## src/rtl/param_loader.sv

```systemverilog
// param_loader: write-side sequencer for the accelerator RAMs.
// A command (region, base, word count) is followed by a stream of 32-bit words.
// Image and dense words are split byte-wise across four banks in one cycle.
// Conv words are serialized into the single-byte conv RAM, low byte first.
module param_loader #(
  parameter int IMG_DEPTH   = 1024,
  parameter int CONV_DEPTH  = 32768,
  parameter int DENSE_DEPTH = 32768,
  localparam int IMG_AW     = $clog2(IMG_DEPTH),
  localparam int CONV_AW    = $clog2(CONV_DEPTH),
  localparam int DENSE_AW   = $clog2(DENSE_DEPTH)
) (
  input  logic                clk,
  input  logic                reset,
  input  logic                cmd_valid,
  output logic                cmd_ready,
  input  logic [1:0]          cmd_region,
  input  logic [14:0]         cmd_base,
  input  logic [14:0]         cmd_len,
  input  logic                wd_valid,
  output logic                wd_ready,
  input  logic [31:0]         wd_data,
  output logic [IMG_AW-1:0]   image_ram_addr_a,
  output logic [7:0]          data_image0,
  output logic [7:0]          data_image1,
  output logic [7:0]          data_image2,
  output logic [7:0]          data_image3,
  output logic                we_image0,
  output logic                we_image1,
  output logic                we_image2,
  output logic                we_image3,
  output logic [CONV_AW-1:0]  conv_ram_addr_a,
  output logic [7:0]          data_conv,
  output logic                we_conv,
  output logic [DENSE_AW-1:0] dense_ram_addr_a,
  output logic [7:0]          data_dense0,
  output logic [7:0]          data_dense1,
  output logic [7:0]          data_dense2,
  output logic [7:0]          data_dense3,
  output logic                we_dense0,
  output logic                we_dense1,
  output logic                we_dense2,
  output logic                we_dense3,
  output logic                busy,
  output logic                done,
  output logic                err
);

  localparam logic [1:0] REG_IMAGE = 2'd0;
  localparam logic [1:0] REG_CONV  = 2'd1;
  localparam logic [1:0] REG_DENSE = 2'd2;

  typedef enum logic [1:0] {IDLE, WIDE, CONV, FIN} state_t;

  state_t      state;
  logic        dense_sel;
  logic [14:0] base_r;
  logic [14:0] len_r;
  logic [14:0] k_r;
  logic [23:0] word_r;
  logic [1:0]  b_r;
  logic        full_r;
  logic        last_r;
  logic        we_img;
  logic        we_dns;
  logic        cmd_bad;
  logic        last_word;
  logic [17:0] span_wide;
  logic [17:0] span_conv;
  logic [14:0] wide_addr;
  logic [14:0] conv_start;

  // End-of-load addresses are formed with headroom so a huge length can never
  // wrap around and slip past the bounds check.
  assign span_wide  = {3'b000, cmd_base} + {3'b000, cmd_len};
  assign span_conv  = {3'b000, cmd_base} + {1'b0, cmd_len, 2'b00};
  assign wide_addr  = base_r + k_r;
  assign conv_start = base_r + {k_r[12:0], 2'b00};
  assign last_word  = (k_r == len_r - 15'd1);

  // Handshake readies come from registered state only; in CONV a new word is
  // taken while byte 3 of the previous one is on the bus, so strobes stay dense.
  assign cmd_ready = (state == IDLE);
  assign wd_ready  = (state == WIDE) ||
                     ((state == CONV) && (!full_r || (b_r == 2'd3)));

  assign we_image0 = we_img;
  assign we_image1 = we_img;
  assign we_image2 = we_img;
  assign we_image3 = we_img;
  assign we_dense0 = we_dns;
  assign we_dense1 = we_dns;
  assign we_dense2 = we_dns;
  assign we_dense3 = we_dns;

  // Reject reserved regions and any load that would run past the end of its RAM.
  always_comb begin
    cmd_bad = 1'b0;
    case (cmd_region)
      REG_IMAGE: cmd_bad = (span_wide > 18'(IMG_DEPTH)) ||
                           ((cmd_base >> IMG_AW) != 15'd0);
      REG_CONV:  cmd_bad = (span_conv > 18'(CONV_DEPTH));
      REG_DENSE: cmd_bad = (span_wide > 18'(DENSE_DEPTH));
      default:   cmd_bad = 1'b1;
    endcase
  end

  // Sequencer: command decode, wide writes, conv serializer and completion.
  // FIN is the cycle in which the last strobe is visible; done follows it. For
  // an empty load done is raised on entry to FIN instead, so FIN toggles it.
  always_ff @(posedge clk) begin
    if (reset) begin
      state            <= IDLE;
      dense_sel        <= 1'b0;
      base_r           <= '0;
      len_r            <= '0;
      k_r              <= '0;
      word_r           <= '0;
      b_r              <= '0;
      full_r           <= 1'b0;
      last_r           <= 1'b0;
      we_img           <= 1'b0;
      we_dns           <= 1'b0;
      we_conv          <= 1'b0;
      image_ram_addr_a <= '0;
      conv_ram_addr_a  <= '0;
      dense_ram_addr_a <= '0;
      data_image0      <= '0;
      data_image1      <= '0;
      data_image2      <= '0;
      data_image3      <= '0;
      data_conv        <= '0;
      data_dense0      <= '0;
      data_dense1      <= '0;
      data_dense2      <= '0;
      data_dense3      <= '0;
      busy             <= 1'b0;
      done             <= 1'b0;
      err              <= 1'b0;
    end else begin
      we_img  <= 1'b0;
      we_dns  <= 1'b0;
      we_conv <= 1'b0;
      done    <= 1'b0;
      err     <= 1'b0;
      case (state)
        IDLE: begin
          if (cmd_valid) begin
            if (cmd_bad) begin
              err <= 1'b1;
            end else if (cmd_len == 15'd0) begin
              done  <= 1'b1;
              state <= FIN;
            end else begin
              dense_sel <= (cmd_region == REG_DENSE);
              base_r    <= cmd_base;
              len_r     <= cmd_len;
              k_r       <= '0;
              full_r    <= 1'b0;
              last_r    <= 1'b0;
              busy      <= 1'b1;
              state     <= (cmd_region == REG_CONV) ? CONV : WIDE;
            end
          end
        end
        WIDE: begin
          if (wd_valid) begin
            if (dense_sel) begin
              dense_ram_addr_a <= wide_addr[DENSE_AW-1:0];
              data_dense0      <= wd_data[7:0];
              data_dense1      <= wd_data[15:8];
              data_dense2      <= wd_data[23:16];
              data_dense3      <= wd_data[31:24];
              we_dns           <= 1'b1;
            end else begin
              image_ram_addr_a <= wide_addr[IMG_AW-1:0];
              data_image0      <= wd_data[7:0];
              data_image1      <= wd_data[15:8];
              data_image2      <= wd_data[23:16];
              data_image3      <= wd_data[31:24];
              we_img           <= 1'b1;
            end
            k_r <= k_r + 15'd1;
            if (last_word) state <= FIN;
          end
        end
        CONV: begin
          if (!full_r || (b_r == 2'd3)) begin
            if (wd_valid) begin
              conv_ram_addr_a <= conv_start[CONV_AW-1:0];
              data_conv       <= wd_data[7:0];
              we_conv         <= 1'b1;
              word_r          <= wd_data[31:8];
              b_r             <= 2'd0;
              full_r          <= 1'b1;
              last_r          <= last_word;
              k_r             <= k_r + 15'd1;
            end else begin
              full_r <= 1'b0;
            end
          end else begin
            conv_ram_addr_a <= conv_ram_addr_a + CONV_AW'(1);
            data_conv       <= word_r[7:0];
            we_conv         <= 1'b1;
            word_r          <= {8'd0, word_r[23:8]};
            b_r             <= b_r + 2'd1;
            if ((b_r == 2'd2) && last_r) state <= FIN;
          end
        end
        FIN: begin
          done  <= !done;
          busy  <= 1'b0;
          state <= IDLE;
        end
        default: state <= IDLE;
      endcase
    end
  end

endmodule
```

## config.mk

```make
export PLATFORM = sky130hd
export DESIGN_NAME = param_loader
export DESIGN_NICKNAME = d
export VERILOG_FILES = /design/src/rtl/param_loader.sv
export SDC_FILE = /design/constraint.sdc
export NUM_CORES = 1
export LEC_CHECK = 0
export CAP_MARGIN = 25
export CORE_MARGIN = 2
export CORE_UTILIZATION = 58
export DETAILED_ROUTE_END_ITERATION = 8
export GPL_ROUTABILITY_DRIVEN = 0
export GPL_TIMING_DRIVEN = 0
export PLACE_DENSITY = 0.88
export SYNTH_ARGS = -nofsm -noshare
export SYNTH_HDL_FRONTEND = slang
export SYNTH_SLANG_ARGS = --single-unit
```

## constraint.sdc

```tcl
create_clock -name clk -period 6.1 [get_ports clk]
set_clock_uncertainty 0.1 [all_clocks]
set_input_delay 0.915 -clock clk [delete_from_list [all_inputs] [get_ports clk]]
set_output_delay 0.915 -clock clk [all_outputs]
set_load 0.005 [all_outputs]
```

After elaboration in Yosys (flattened, before gate mapping)

Cells that the tools add are included.

Output and inout bits: 126
Input port bits: 68
Logic and storage cells: 135
Register bits after elaboration: 194

Equality and inequality tests: 18
$lt $le $gt $ge: 3
$add $sub $neg: 8
Bitwise operators: 8
Multiplexer cells: 45
Reduce and logical (&&, ||, !) cells: 26

Operator list:

| cell                  | number |
|---|---|
| $mux 15               | 7 |
| $mux 24               | 2 |
| $pmux 15 s3           | 1 |
| $add 15x1->15 const B | 2 |
| $add 15x15->15        | 2 |
| $mux 2                | 10 |
| $add 15x17->18        | 1 |
| $gt 18x16->1 const B  | 1 |
| $mux 1                | 17 |
| $add 15x15->16        | 1 |
| $gt 16x11->1 const B  | 1 |
| $gt 16x16->1 const B  | 1 |
| $mux 8                | 2 |
| $ne 2x2->1 const B    | 8 |
| $eq 15x15->1          | 1 |
| $logic_not 15->1      | 1 |
| $reduce_bool 15->1    | 1 |
| $sub 15x1->15 const B | 1 |
| $reduce_and 6->1      | 2 |
| $eq 2x2->1 const B    | 5 |
| $reduce_and 5->1      | 2 |
| $not 1->1             | 8 |
| $pmux 1 s2            | 4 |
| $pmux 2 s4            | 1 |
| other kinds (15)      | 26 |

Depth between registers and ports, before layout

Gate-level depths: netlist of the first run.

Depth in word-level cells: 7
Gate-level depth with buffers: 14
Gate-level depth less buffers: 13

Least setup slack after synthesis of the first run

Ideal clock, no wire load.

Kind: input to register
Start: input cmd_base[0]
End: register k_r[12]
Required time: 5.869 ns
Data arrival time: 3.727 ns
Path slack: 2.142 ns
Stages: 14
Buffers on the path: 1
Library setup time: 0.131 ns
Cells stage by stage: ha_1 inv_1 fa_1 nor2b_2 o31ai_2 a21oi_2 o2111ai_1 and3_1 nor4_1 a21oi_1 o41a_4 buf_6 o311ai_1 o41ai_1

Cells in the longest elaborated chain, start to end: 6
Elaborated cells on any way between the ends: 9
Classes of those cells: 2 x add/sub; 3 x order compare; 1 x eq/ne; 1 x mux; 2 x reduce/logical

RTL lines:

| element                      | RTL line | RTL |
|---|---|---|
| start: declaration           | 18       | `input logic [14:0] cmd_base,` |
| $add 15x15->16               | 75       | `assign span_wide = {3'b000, cmd_base} + {3'b000, cmd_len};` |
| $gt 16x11->1                 | 100      | `REG_IMAGE: cmd_bad = (span_wide > 18'(IMG_DEPTH)) \|\|` |
| $logic_or 1x1->1             | 100      |  |
| $pmux 1 s3 *                 | 99       | `case (cmd_region)` |
| $ne 2x2->1 (no line) *       | n/a      |  |
| $reduce_and 5->1 (no line) * | n/a      |  |
| end signal: assignment       | 183      | `k_r <= k_r + 15'd1;` |
| end signal: assignment       | 197      | `k_r <= k_r + 15'd1;` |
| end: declaration             | 59       | `logic [14:0] k_r;` |

Mark *: on every way between the ends. The rest lies on a longest branch, timed or not.
A chain may end at the register's enable or synchronous reset.

Final worst setup path of the first run

Start: input cmd_len[0]
End: register len_r[14]

Cells in the longest elaborated chain, start to end: 6
Elaborated cells on any way between the ends: 11
Classes of those cells: 2 x add/sub; 3 x order compare; 1 x mux; 2 x bitwise; 3 x reduce/logical

RTL lines:

| element                      | RTL line | RTL |
|---|---|---|
| start: declaration           | 19       | `input logic [14:0] cmd_len,` |
| $add 15x15->16               | 75       |  |
| $gt 16x11->1                 | 100      |  |
| $logic_or 1x1->1             | 100      |  |
| $pmux 1 s3                   | 99       |  |
| $not 1->1 (no line)          | n/a      |  |
| $reduce_and 4->1 (no line) * | n/a      |  |
| end signal: assignment       | 157      | `len_r <= cmd_len;` |
| end: declaration             | 58       | `logic [14:0] len_r;` |

Marks and branches as above.

==> reports/results.txt, run 1 <==
After the first detailed-routing iteration, the DRC count stood at 1,271. The number of synthesized register bits is 194. The logs give 17 for the total clock buffers created by CTS and 0 for the final count of pins violating max slew. The mean cell area of the mapped netlist was 7.90 µm²; the die outline area was 19,900 µm².

Buffers placed on the I/O ports in this run total 192. For the initial antenna violation count, the log shows 0. Among all flip-flop cells after synthesis, the most frequent one is sky130_fd_sc_hd__dfxtp_1. Across the VDD grid, the largest voltage drop is 0.000206 V. For this design the static power due to leakage is 5.01 nW. The worst path needs 4.88 ns of the cycle, external delays included. The number of flops mapped to enable cells by yosys works out to 0.

At the placement stage, the worst setup path has a slack of 0.803 ns. The run gives 1,837 as the number of non-filler instances in the completed layout. The run gives 39.2% as the relative slew slack.

The register area share after synthesis came out at 35.6%. The number of placed instances with taps included was 1,805. The count of endpoints failing setup in the final report was 0; the aggregate negative setup slack was 0 ns.

The power per cell area was 266 nW/µm²; the area of the core region was 18,600 µm². Across the run, the number of max-cap violations was 0. Along the worst path, the maximum fanout reaches 10. Number of global-route vias before repair: 10,824.

The first global-routing pass estimated 55,900 µm of wire. At the pin with the least slew margin, the transition time is 0.912 ns. TritonCTS built the clock tree.

The clock transition at the register clock pins on the worst setup and hold paths after CTS works out to 0.08 ns. Counting along the longest clock path gives a buffer depth of 2. Hold violation total from the final report: 0. Setup repair after global routing left no endpoint under its margin. In the routed layout, each cell is associated on average with a via count of 6.28. The post-detailed-route DRC marker count was 0. The flow ran to the end, and the final reports show no timing, DRC or antenna violations. The post-layout worst setup margin was 1.22 ns; the CTS H-tree depth was 4. The pin count of the biggest net entering global routing was 20. The post-synthesis instance total is 1,379. The count of TritonRoute iterations in the first routing pass is 8, and the via total after detailed routing is 11,535.

Global routing used 35.0% of the available tracks across all layers. During synthesis, Yosys emitted a total of 0 warnings. Once detail routing completed, the nets flagged for antenna violations numbered 0.

The run gives 0.205 GHz as the timing-limited maximum frequency. The tree is rooted in a sky130_fd_sc_hd__clkbuf_16. The tools report the critical path capture point type as a register. The die is 141 µm tall. The floorplan step set the die width to 141 µm. The number of nets handed over by synthesis was 1,515. Data on the critical path is required at its endpoint by 6.30 ns.

194 I/O pins were placed. Startpoint-to-endpoint class of the critical path: in2reg. The design draws 3.64 mW. The logs give 0 for the overflow left after global routing and 5.08 ns for the worst endpoint data arrival time. Dividing the detail-routed wire length by the instance count gives 19.2 µm. In the final layout, the share of cells above drive strength 1 is 4.80%.

The mapped netlist covers 10,900 µm². The area growth from synthesis to layout was 25.6%; the routed wire length was 35,300 µm. For the post-CTS resize count, the log shows 0. 0 antenna diodes ended up in the layout.

Share of the core filled with cells: 73.7%. Row generation in the floorplan step produced 50 rows. STA classifies the critical path startpoint as an input port.

Hold repair after CTS inserted 0 buffers. The path class of the tightest hold or removal check is reg2reg. In this run, distinct cell masters in the synthesized netlist total 84.

The share of synthesized flip-flops with an asynchronous set or reset came out at 0%. Register-to-register setup slack: 2.55 ns. The run gives 26,300 µm as the detailed placer's ending HPWL. The number of setup buffers added after CTS is 0. The initial core utilization was 58.6%.

The part of the cycle the worst path needs was 80.0%; the later-pin clock latency in the skew report was 0.45 ns. The net total in the final layout came out at 1,726. The clock drives 194 sinks.
[final cells by class]
cell class / count / area, µm²
Timing Repair Buffer: 192 / 1920
Fill cell: 1408 / 4890
Clock buffer: 19 / 443
Tap cell: 234 / 293
Inverter: 47 / 176
Multi-Input combinational cell: 1059 / 6470
Sequential cell: 194 / 3880
Clock inverter: 13 / 134
Buffer: 79 / 369
[sequential cells by signal, indices dropped and copies added (netlist names), 2 cells and up]
| name | count |
|---|---|
| k_r | 15 |
| data_image0 | 8 |
| len_r | 15 |
| data_image2 | 8 |
| b_r | 2 |
| data_dense2 | 8 |
| data_dense0 | 8 |
| data_image1 | 8 |
| dense_ram_addr_a | 15 |
| data_dense1 | 8 |
| data_conv | 8 |
| conv_ram_addr_a | 15 |
| data_image3 | 8 |
| data_dense3 | 8 |
| word_r | 24 |
| base_r | 15 |
| image_ram_addr_a | 10 |
| state | 2 |
[worst paths after layout]
path / end / depth (start not counted) / from
setup / recovery: len_r[14] / 13 / cmd_len[0]
hold / removal: data_image2[6] / 2 / data_image2[6]
setup reg to reg: conv_ram_addr_a[12] / 13 / k_r[0]
hold reg to reg: data_image2[6] / 2 / data_image2[6]
[metal layers]
layer  GRT usage, %  routed length (µm)  vias to the layer above
met5              0                   0                        -
li1               -                   -                     5317
met4           13.5                1260                        0
met3           7.95                3870                      127
met1           45.6               13800                     5393
met2           56.7               16500                      698
[worst max-delay path: stages]
cell and delay (ns):
sky130_fd_sc_hd__clkdlybuf4s50_1 0.57, sky130_fd_sc_hd__ha_1 0.26, sky130_fd_sc_hd__fa_1 0.44, sky130_fd_sc_hd__nor4_1 0.46
sky130_fd_sc_hd__o221ai_1 0.26, sky130_fd_sc_hd__a2111oi_2 0.36, sky130_fd_sc_hd__and4b_1 0.25, sky130_fd_sc_hd__a41o_2 0.27
sky130_fd_sc_hd__nand3_4 0.13, sky130_fd_sc_hd__nor4_4 0.44, sky130_fd_sc_hd__buf_2 0.42, sky130_fd_sc_hd__mux2i_1 0.24
sky130_fd_sc_hd__nor2_1 0.05
[cell usage after synthesis, drive strengths merged, types with 19 or more instances]
master | number | area share [%]
clkbuf | 63 | 2.4
xor2 | 21 | 1.7
nor2 | 124 | 4.3
inv | 47 | 1.6
nor3 | 30 | 1.4
dfxtp | 194 | 36
nand2 | 275 | 9.5
nand3 | 25 | 1.3
a21oi | 143 | 6.7
mux2i | 34 | 3.1
o21ai | 53 | 2.4
xnor2 | 29 | 2.3
ha | 64 | 7.3
a311oi | 28 | 2.3
a211oi | 19 | 1.4
[placed cells by master (no fill, tap or decap), types with 8 or more instances in the layout]
cell type	n
sky130_fd_sc_hd__nor2b_1	9
sky130_fd_sc_hd__dfxtp_1	194
sky130_fd_sc_hd__nor2_1	124
sky130_fd_sc_hd__and2_1	9
sky130_fd_sc_hd__a21o_1	8
sky130_fd_sc_hd__xnor2_1	29
sky130_fd_sc_hd__nor4_1	9
sky130_fd_sc_hd__and3_1	13
sky130_fd_sc_hd__xor2_1	21
sky130_fd_sc_hd__a311oi_1	28
sky130_fd_sc_hd__a21oi_1	140
sky130_fd_sc_hd__o41ai_1	9
sky130_fd_sc_hd__inv_1	47
sky130_fd_sc_hd__mux2i_1	34
sky130_fd_sc_hd__a22oi_1	10
sky130_fd_sc_hd__ha_1	64
sky130_fd_sc_hd__o21ai_0	52
sky130_fd_sc_hd__or3_1	12
sky130_fd_sc_hd__clkbuf_1	61
sky130_fd_sc_hd__nand2_1	275
sky130_fd_sc_hd__clkbuf_16	17
sky130_fd_sc_hd__a31oi_1	13
sky130_fd_sc_hd__clkdlybuf4s50_1	192
sky130_fd_sc_hd__nor3_1	30
sky130_fd_sc_hd__o31ai_1	9
sky130_fd_sc_hd__nand3_1	23
sky130_fd_sc_hd__a211oi_1	17
sky130_fd_sc_hd__nand4_1	10
[where the power goes]
part           switching (mW)  internal (mW)
sequential             0.0787           1.35
clock                   0.553          0.559
combinational           0.635          0.461
total                    1.27           2.37
[logic make-up after synthesis]
logic type / synth area share [%]
AO/OA/AOI/OAI: 21.8
XOR/XNOR: 4.02
adder cells (fa/ha/maj): 8.08
buffers and inverters: 5.01
flip-flops: 35.6
multiplexers: 3.12
AND/OR/NAND/NOR: 22.4
[stage by stage]
step	instance area [µm²]	hold slack, ns
after floorplan	10900	0.348
after global placement	13100	0.341
after detailed placement	13100	0.345
after CTS	13700	0.356
after global routing	13700	0.374
final	13700	0.357
No activity file was read; power rests on OpenSTA's default activity.
==> run 2, diff against run 1 <==
--- a/config.mk
+++ b/config.mk
@@ -7,11 +7,11 @@
 export LEC_CHECK = 0
 export CAP_MARGIN = 25
 export CORE_MARGIN = 2
-export CORE_UTILIZATION = 58
+export CORE_UTILIZATION = 48
 export DETAILED_ROUTE_END_ITERATION = 8
 export GPL_ROUTABILITY_DRIVEN = 0
 export GPL_TIMING_DRIVEN = 0
-export PLACE_DENSITY = 0.88
+export PLACE_DENSITY = 0.78
 export SYNTH_ARGS = -nofsm -noshare
 export SYNTH_HDL_FRONTEND = slang
 export SYNTH_SLANG_ARGS = --single-unit
==> constraint.sdc (replaced) <==
create_clock -name clk -period 4 [get_ports clk]
set_clock_uncertainty 0.1 [all_clocks]
set_input_delay 0.6 -clock clk [delete_from_list [all_inputs] [get_ports clk]]
set_output_delay 0.6 -clock clk [all_outputs]
set_load 0.005 [all_outputs]
==> run 2 against run 1 <==
Count of clock-buffer cells in the layout decreased by 1. Global-route usage decreased by 5.7 points. Die area rose by 20%. Worst hold slack lost 0.0017 ns. Worst setup slack lost 1.1 ns. Cell area is 3.1% higher. Largest power group unchanged. Critical path type unchanged. Register-to-register slack worse by 2.1 ns. Clock power up 58%. First-iteration DRC count decreased by 26%. Highest routed layer unchanged. Sequential power grew 52%. Critical path depth unchanged.
==> reports/results.txt, run 2 (synthesis gave the netlist of run 1 again) <==
Required time of the critical path: 4.21 ns (-2.09 ns). The routed wire length came out at 36,000 µm (+1.9%). The number of buffer and inverter stages on the critical path was 2 (unchanged). The tools report the internal power summed over all cells as 3.70 mW (+56%).

The net total in the final layout was 1,736 (+0.58%). The root buffer cell chosen for the clock tree is sky130_fd_sc_hd__clkbuf_16. For the power spent charging and discharging nets, the log shows 1.96 mW (+55%). The minimum clock period came out at 3.92 ns. The clock transition at the register clock pins on the worst setup and hold paths after CTS was 0.08 ns (about the same); the pin slew with the least headroom to its limit was 0.840 ns (-0.0721 ns).

The total number of clock tree sinks was 194 (unchanged); the number of nets with antenna violations after routing was 0 (unchanged). The register with the highest flop count was word_r. The run gives 30.8% (+0.3 points) as the clock share of power. The timing-limited maximum frequency was 0.255 GHz.

The met1 demand-to-capacity share in global routing was 36.7% (-8.9 points); the count of TritonRoute iterations in the first routing pass was 6 (-2). The number of placement rows is 55 (+10%), and the power per cell area is 402 nW/µm² (+51%). The hold violation total from the final report is 0 (unchanged). The via total after detailed routing is 11,288 (-2.1%), and the final count of pins violating max slew is 0 (unchanged). For the detailed placer's ending HPWL, the log shows 27,400 µm (+4.4%). Broken down by cell family, the worst path's largest delay share belongs to compound AO/OA/AOI/OAI gates. The switching share of power works out to 34.6% (-0.14 points). The tightest min-delay check is of the reg2reg type. The run gives 38.5% (-0.9 points) as the sequential share of power. The critical path goes through clkdlybuf4s50_1, ha_4, a21oi_4, a21oi_2, or3_1, a2111oi_2, and4b_1, a41o_4, nand3_4, o41a_4, buf_6, o311ai_1, o41ai_1.

The logs give 943 (-26%) for the number of DRC markers after the initial detailed-route iteration and 44.0% (+4.8 points) for the relative slew slack. The die span in x is 155 µm (+9.6%), and the wire length of the first global-routing pass is 55,800 µm (-0.21%). The initial antenna violation count was 0 (unchanged); the number of maximum-capacitance constraint violations was 0 (unchanged). The tools report the count of endpoints failing setup in the final report as 0 (unchanged). The global routing met2 resource utilization is 49.7% (-6.9 points). The run gives 0.0781 ns (-1.14 ns) as the post-layout worst setup margin.

Met3 usage in global routing: 5.24% (-2.7 points). TritonCTS built the clock tree. The top cell types in the final layout, fill and taps aside, are sky130_fd_sc_hd__nand2_1, sky130_fd_sc_hd__dfxtp_1, sky130_fd_sc_hd__clkdlybuf4s50_1. The aggregate negative setup slack was 0 ns (unchanged); the largest fanout on the critical path was 10 (unchanged). The initial core utilization is 48.6% (-10 points), and the area growth from synthesis to layout is 29.5%. The number of diodes was 0 (unchanged); the number of flip-flops under the largest register name was 24 (unchanged). The total clock buffers created by CTS was 17 (unchanged); the later-pin clock latency in the skew report was 0.45 ns (about the same). STA classifies the critical path endpoint as a register. The most congested layer reported by global routing is met2. The length in cells of the worst reg-to-reg path came out at 13 (unchanged). The critical path is of the in2reg type. The tools report the worst-case hold slack as 0.355 ns (-0.00172 ns).

The average vias per placed instance came out at 5.95 (-5.3%). Pin count of the biggest net entering global routing: 20 (unchanged). The number of inserted filler cells in the final layout was 1,932 (+37%); the number of placed instances with taps included was 1,856 (+2.8%). In the finished design, the share of the clock period the worst path needs comes to 98.0%.

The detailed-route wire length per cell is 19.0 µm (-1.4%), and the share of power burned in combinational logic is 30.7% (+0.6 points). The overflow left after global routing is 0 (unchanged), and the number of cells on the critical path is 13 (unchanged). The logs give 5.67 mW (+56%) for the total power after layout and 4 (unchanged) for the CTS H-tree depth. The worst setup path is launched from an input port. The worst hold path depth works out to 2 (unchanged). The number of ports placed on the die boundary was 194 (unchanged); the height of the chip was 155 µm (+9.6%). The post-placement worst setup slack was -1.23 ns (-2.04 ns). The flow ran to the end, and the final reports show no timing, DRC or antenna violations. The maximum VDD drop came out at 0.000295 V (+43%). On the critical path, the stage with the largest delay is an instance of sky130_fd_sc_hd__clkdlybuf4s50_1.

The worst endpoint data arrival time came out at 4.13 ns (-0.95 ns). The quantity of I/O buffers inserted on ports came out at 192 (unchanged). For the number of hold buffers added after CTS, the log shows 0 (unchanged).

The proportion of layout cells with a drive suffix above 1 was 6.88% (+2.1 points). The logs give 22,400 µm² (+21%) for the area of the core region and 5.16 nW (+3.0%) for the leakage power. The largest buffer count on any clock path came out at 2 (unchanged). The post-detailed-route DRC marker count is 0 (unchanged), and the delay of the slowest cell on the worst path is 0.59 ns (+0.02 ns). Leaving out fill and tap cells, the most frequent cell in the layout is sky130_fd_sc_hd__nand2_1. For the number of non-filler instances in the completed layout, the log shows 1,898 (+3.3%). The number of global-route vias before repair came out at 10,620 (-1.9%). The total global-route track usage was 29.3% (-5.7 points). The die outline area is 23,900 µm² (+20%).
run 2: cell types whose count changed in the layout (fill, tap and decap cells not counted), moves of 4 or more:
| cell | delta |
|---|---|
| sky130_fd_sc_hd__buf_4 | +10 |
| sky130_fd_sc_hd__dlymetal6s2s_1 | +7 |
| sky130_fd_sc_hd__buf_2 | -4 |
| sky130_fd_sc_hd__buf_6 | +4 |
| sky130_fd_sc_hd__clkdlybuf4s50_1 | -11 |
| sky130_fd_sc_hd__ha_1 | -7 |
| sky130_fd_sc_hd__ha_2 | +6 |
run 2: through the flow:
stage | cell area (µm²) | util (%)
after floorplan | 10900 | -
after global placement | 13200 | 58.7
after detailed placement | 13200 | 58.7
after CTS | 13900 | 62.1
after global routing | 14100 | 62.9
final | 14100 | 62.9
run 2: power by group through the flow:
stage / Sequential (mW) / Combinational [mW] / Clock, mW
4_1_cts: 2.18 / 1.66 / 1.75
2_1_floorplan: 2.19 / 1.03 / 0
6_report: 2.18 / 1.74 / 1.75
3_5_place_dp: 2.22 / 1.61 / 0
5_1_grt: 2.20 / 1.87 / 1.83
3_3_place_gp: 2.22 / 1.58 / 0
run 2: final cells by class:
cell class | instances | area (µm²) | share of cell area, %
Tap cell | 285 | 357 | 2.53
Sequential cell | 194 | 3880 | 27.5
Timing Repair Buffer | 202 | 2020 | 14.3
Buffer | 79 | 390 | 2.77
Inverter | 47 | 176 | 1.25
Multi-Input combinational cell | 1059 | 6690 | 47.4
Clock buffer | 18 | 429 | 3.04
Clock inverter | 14 | 168 | 1.19
run 2: worst paths after layout:
path | slack [ns] | endpoint | from
setup / recovery | 0.08 | k_r[9] | cmd_base[4]
hold / removal | 0.35 | data_image0[0] | data_image0[0]
setup reg to reg | 0.49 | dense_ram_addr_a[14] | k_r[0]
hold reg to reg | 0.35 | data_image0[0] | data_image0[0]
run 2: timing repair:
item,4_1_cts,5_1_grt
gates resized for setup,26,35
pin swaps,13,12
setup buffers,6,4
setup endpoints to repair,52,49
run 2: layer usage:
metal	vias to the layer above	wire length (µm)
li1	5337	-
met1	5287	14600
met2	564	17100
met3	100	2980
met4	0	1370
met5	-	0
run 2: worst min-delay path, stage by stage (launching register included):
cell and delay (ns):
sky130_fd_sc_hd__dfxtp_1 0.31, sky130_fd_sc_hd__nand2_1 0.05, sky130_fd_sc_hd__a21oi_1 0.05
